===== src/rtl/plic_target_claim.sv =====
// plic_target_claim: registers the comparator-tree winner, gates it against the threshold
// and runs the per-target claim/complete handshake towards the target and the gateways.
module plic_target_claim #(
    parameter int ID_BITWIDTH       = 4,
    parameter int PRIORITY_BITWIDTH = 3
) (
    input  logic                         clk_i,
    input  logic                         rst_ni,
    input  logic [PRIORITY_BITWIDTH-1:0] max_priority_i,
    input  logic [ID_BITWIDTH-1:0]       max_id_i,
    input  logic [PRIORITY_BITWIDTH-1:0] threshold_i,
    output logic                         irq_o,
    input  logic                         claim_req_i,
    output logic                         claim_valid_o,
    output logic [ID_BITWIDTH-1:0]       claim_id_o,
    input  logic                         complete_req_i,
    input  logic [ID_BITWIDTH-1:0]       complete_id_i,
    output logic                         claimed_o,
    output logic                         completed_o,
    output logic [ID_BITWIDTH-1:0]       gw_id_o,
    output logic                         cpl_err_o
);
    typedef enum logic {IDLE, CLAIMED} state_e;
    state_e                         r_state, w_state_n;
    logic [PRIORITY_BITWIDTH-1:0]   r_prio, r_thr;
    logic [ID_BITWIDTH-1:0]         r_id, r_held_id, w_held_id_n;
    logic [ID_BITWIDTH-1:0]         r_claim_id, w_claim_id_n, r_gw_id, w_gw_id_n;
    logic                           r_claim_valid, r_claimed, r_completed, r_cpl_err;
    logic                           w_eligible, w_cpl_ok, w_claim_ok;
    assign w_eligible = (r_prio > r_thr) && (r_id != '0);
    assign irq_o      = w_eligible && (r_state == IDLE);
    // A completion is judged first; a claim sharing its cycle is always answered empty.
    always_comb begin
        w_cpl_ok     = complete_req_i && (r_state == CLAIMED) && (complete_id_i == r_held_id);
        w_claim_ok   = claim_req_i && !complete_req_i && (r_state == IDLE) && w_eligible;
        w_state_n    = w_cpl_ok ? IDLE : (w_claim_ok ? CLAIMED : r_state);
        w_held_id_n  = w_claim_ok ? r_id : r_held_id;
        w_claim_id_n = claim_req_i ? (w_claim_ok ? r_id : '0) : r_claim_id;
        w_gw_id_n    = w_claim_ok ? r_id : (w_cpl_ok ? r_held_id : '0);
    end
    always_ff @(posedge clk_i or negedge rst_ni) begin
        if (!rst_ni) begin
            r_state       <= IDLE;
            r_prio        <= '0;
            r_id          <= '0;
            r_thr         <= '0;
            r_held_id     <= '0;
            r_claim_valid <= 1'b0;
            r_claim_id    <= '0;
            r_claimed     <= 1'b0;
            r_completed   <= 1'b0;
            r_gw_id       <= '0;
            r_cpl_err     <= 1'b0;
        end else begin
            r_state       <= w_state_n;
            r_prio        <= max_priority_i;
            r_id          <= max_id_i;
            r_thr         <= threshold_i;
            r_held_id     <= w_held_id_n;
            r_claim_valid <= claim_req_i;
            r_claim_id    <= w_claim_id_n;
            r_claimed     <= w_claim_ok;
            r_completed   <= w_cpl_ok;
            r_gw_id       <= w_gw_id_n;
            r_cpl_err     <= complete_req_i && !w_cpl_ok;
        end
    end
    assign claim_valid_o = r_claim_valid;
    assign claim_id_o    = r_claim_id;
    assign claimed_o     = r_claimed;
    assign completed_o   = r_completed;
    assign gw_id_o       = r_gw_id;
    assign cpl_err_o     = r_cpl_err;
endmodule


===== config.mk =====
export PLATFORM = sky130hd
export DESIGN_NAME = plic_target_claim
export DESIGN_NICKNAME = d
export VERILOG_FILES = /design/src/rtl/plic_target_claim.sv
export SDC_FILE = /design/constraint.sdc
export NUM_CORES = 1
export LEC_CHECK = 0
export BUFFER_PORTS_ARGS = -buffer_cell sky130_fd_sc_hd__buf_2
export CORE_MARGIN = 2
export CORE_UTILIZATION = 48
export DETAILED_ROUTE_END_ITERATION = 6
export HOLD_SLACK_MARGIN = 0.05
export MAX_ROUTING_LAYER = met4
export PLACE_DENSITY = 0.73
export SLEW_MARGIN = 5
export SYNTH_ARGS = -nofsm -noshare
export SYNTH_HDL_FRONTEND = slang
export SYNTH_SLANG_ARGS = --single-unit

===== constraint.sdc =====
create_clock -name clk_i -period 1.9 [get_ports clk_i]
set_clock_uncertainty 0.05 [all_clocks]
set_input_delay 0.475 -clock clk_i [delete_from_list [all_inputs] [get_ports clk_i]]
set_output_delay 0.475 -clock clk_i [all_outputs]
set_load 0.05 [all_outputs]

Yosys cells after proc, flatten, opt, wreduce, memory -nomap -nowiden
Index checks and enable logic that the tools add are counted.
{ "totals": {"reg_bits": 27, "latchBits": 0, "mem_bits_rw": 0, "rom_bits": 0, "input_bits": 18, "mem_count": 0} }
{ "op_classes": {"addsub": 0, "n_mul": 0, "div": 0, "n_lt_le_gt_ge": 1, "n_eq_ne": 1, "shift": 0, "muxes": 5, "bitwise": 1, "n_reduce_logical": 12} }
{ "ops": {"columns": ["cell", "n"], "rows": [
  ["4-bit two-way mux", 3],
  ["1-bit logical AND", 8],
  ["4-bit equality test", 1],
  ["4-bit nonzero test", 1],
  ["3-bit greater-than comparator", 1],
  ["1-bit logical NOT", 2],
  ["1-bit two-way mux", 2],
  ["2-bit nonzero test", 1],
  ["1-bit NOT", 1]
]} }

Depth between registers and ports, before layout
{ "depth": {"ltp_word": 6, "ltp_mapped": 7} }

Worst setup path before layout
OpenSTA, ideal clock, no wires.
{ "synth_timing": {"path_kind": "register -> output", "from": "register r_prio[1]", "to": "output port irq_o", "arrival_ps": 2483, "required_time_ps": 1375, "slack_ps": -1108, "stages_incl_launch_ff": 6, "path_cell_list": "dfrtp_1 > ha_1 > nor2b_1 > o21a_1 > nor2_1 > nor4_1"} }
{ "synth_between": {"elab_chain_cells": 3} }
{ "synth_rtl": {"columns": ["item", "line_no", "text"], "rows": [
  ["start: declaration", "25", "logic [PRIORITY_BITWIDTH-1:0] r_prio, r_thr;"],
  ["start signal: assignment", "56", "r_prio <= max_priority_i;"],
  ["3-bit greater-than comparator", "30", "assign w_eligible = (r_prio > r_thr) && (r_id != '0);"],
  ["1-bit logical AND", "30", null],
  ["1-bit logical AND", "31", "assign irq_o = w_eligible && (r_state == IDLE);"],
  ["end: declaration", "12", "output logic irq_o,"]
]} }
Every way passes these cells.

Worst setup path in the final report
Same ends and word-level chain as after synthesis.

==> results.toml <==
[status]
status = "finished, violations left"
violations = "negative setup slack"

[power]
pwr-share-seq_pct = 54.3
clkPwrFrac_pct = 17.0
max-vdd-ir-drop_uv = 520
power_uw = 1350
switching_share_pct = 31.8
p_int_uw = 920
power.density_nw_per_um2 = 988
combPwrFrac_pct = 28.7
p_leak_uw = 0.000712
p_sw_uw = 429

[critical_path]
worstPathRequired_ns = 1.37
critical_path.startpoint_type = "register"
reg2reg_to = "r_held_id[0]$_DFFE_PN0P_"
cp.arrival_ns = 1.71
regToRegSetupSlack_ns = -0.07
r2r_cells = 7
criticalPathCategory = "register to output port"
critPathCaptureType = "output port"
cp_max_fo = 2
crit_chain = "ha_4 -> nor2b_4 -> o21a_1 -> nor2_2 -> nor4_4 -> buf_6"
crit_slowest_cell = "dfrtp_1"
cpPeakStageDelay_ns = 0.42
rr_startpoint = "r_prio[1]$_DFF_PN0_"

[layout]
layout-drive-gt1-share_pct = 53.3
nets = 129
num_antenna_cells = 0
layout_commonest_cell = "buf_2"
fillers = 152
mostFrequentLayoutCells = "buf_2, dfrtp_1, a22o_1, inv_1, mux2_4"
area_growth_pct = 36.2

[cts]
cts.sinks = 27
cts_root_buf = "clkbuf_4"
clk_pin_slew_ns = 0.13
cts_tree = "done"
cts.htree.levels = 1
cts-buffers-inserted = 3
clk_path_buf_depth = 2
clk_latency_ns = 0.31

[global_route]
busiest_layer = "met2"
antenna_found_initial = 0
grt_start_max_net_pins = 28
met1_usage_pct = 22.6
first_global_vias = 620
grt_use_total_pct = 16.6
grt_pass1_wl_um = 2930
grt_overflow = 0
grt_use_met3_pct = 2.12
use_met2_pct = 24.7

[logic_synthesis]
ys_seq_area_share_pct = 67.3
post_synth.cell_area_avg_sq_um = 14.8
synth_edf_count = 0
synth_top_family_by_area = "compound AO/OA/AOI/OAI gates"
synthXorXnorAreaFrac_pct = 0.873
synth_cell_type_count = 22
netlist_area_sq_um = 1000
synthMuxAreaShare_pct = 4.86
synth-simple-area-share_pct = 6.36
syn_inst = 68
synth_fa_ha_area_share_pct = 3.74
ys_ff_latch = 27
synthFlopType = "dfrtp_1"
synth_warnings = 0
synth_compound_area_share_pct = 12.5
async_reset_ff_share_pct = 100
synth_fp_nets = 89

[place]
gp_congestion = 0.716
dp_hpwl_um = 1250
io_buffers = 30
dp_slack_ns = -0.0323

[routing]
drc = 0
num_vias = 684
drtPass1Iterations = 4
drt-vias-per-instance = 5.10
dr.first_iter.drc_count = 13
antenna_left = 0
wire_per_inst_um = 14.2
wl_um = 1910

[die]
core_area_sq_um = 1960
die_x_um = 49.7
start_util_pct = 51.1
fp.dieH_um = 49.7
dieArea_sq_um = 2470
io_pins = 31
row_count = 16

[timing]
max-slew-margin-rel_pct = 62.7
rsz0062_at_grt = "true"
setup_ws_ns = -0.335
min_period_over_period_pct = 118
slew_viol_final = 0
setup_viol = 5
worst_pin_slew_ns = 0.560
tns_ns = -0.614
fmax_ghz = 0.448
post-route-min-period_ns = 2.23
finalHoldViolations = 0

[min_path]
hp-class = "primary input to asynchronous set/reset pin"

[run]
drv_cap = 0
cells in the mapped netlist (2+ instances only):
master    n  area [sq um]
a22o_1    8          70.1
dfrtp_1  27           676
ha_1      3          37.5
inv_1     8          30.0
mux2_2    3          33.8
nor2b_1   2          12.5
nor4_1    2          12.5
final cells by class:
type                            count  area (sq um)  share of cell area, %
Clock buffer                        4          26.3                   1.92
Inverter                            9          38.8                   2.84
Multi-Input combinational cell     31           375                   27.5
Sequential cell                    27           676                   49.5
Tap cell                           27          33.8                   2.47
Timing Repair Buffer               35           210                   15.4
Timing Repair inverter              1          6.26                  0.458
flip-flops by register name, indices dropped and copies added, names as in the netlist, 3 cells and up:
name and cells:
gw_id_o 4, r_prio 3, r_held_id 4, claim_id_o 4, r_thr 3, r_id 4
worst max-delay path by stage:
stage | startpoint | endpoint | cells past startpoint
6_report | r_prio[1]$_DFF_PN0_ | irq_o | 6
4_1_cts | r_prio[1]$_DFF_PN0_ | irq_o | 6
5_1_grt | r_prio[1]$_DFF_PN0_ | irq_o | 6
2_1_floorplan | r_prio[1]$_DFF_PN0_ | irq_o | 5
3_3_place_gp | r_prio[1]$_DFF_PN0_ | irq_o | 4
3_5_place_dp | r_prio[2]$_DFF_PN0_ | irq_o | 4
routing by layer:
layer  wire (um)  vias to the layer above  part of all wire [%]
met5           0                        -                     0
met4          63                        0                   3.3
met3          87                        6                   4.6
met2         937                       24                    49
met1         820                      337                    43
li1            -                      317                     -
worst max-delay path, delay by kind of cell, from the launching register on:
kind,cells,cell delay [ns]
flops,1,0.42
simple gates,3,0.37
fa+ha+maj,1,0.27
buf+inv,1,0.20
compound gates,1,0.14
cell families after synthesis:
logic type	Yosys count
multiplexers	4
AND/OR/NAND/NOR	9
XOR/XNOR	1
AO/OA/AOI/OAI	14
adder cells (fa/ha/maj)	3
buffers and inverters	10
flip-flops	27
power by group through the flow:
stage               clock network, uW  registers (uW)  logic [uW]
finish                            229             733         387
global route                      272             745         416
CTS                               240             723         354
detailed placement                  0             733         323
global placement                    0             730         315
floorplan                           0             794         168
stage by stage:
stage / instance area, sq um / util [%] / cells / hold WS [ns]
finish: 1370 / 69.6 / 134 / 0.0845
global route: 1370 / 69.6 / 134 / 0.106
CTS: 1280 / 65.2 / 132 / 0.0949
detailed placement: 1220 / 62.2 / 127 / 0.445
global placement: 1220 / 62.2 / 127 / 0.440
floorplan: 1020 / - / 68 / 0.129
what timing repair did:
action / 4_1_cts / 5_1_grt
pin swaps: 6 / 4
setup endpoints to repair: 5 / 14
cloned: 0 / 1
hold buffers: 0 / 0
gates resized for setup: 7 / 13
buffers inserted: 2 / 1
Power figures use the tool's default switching activity.
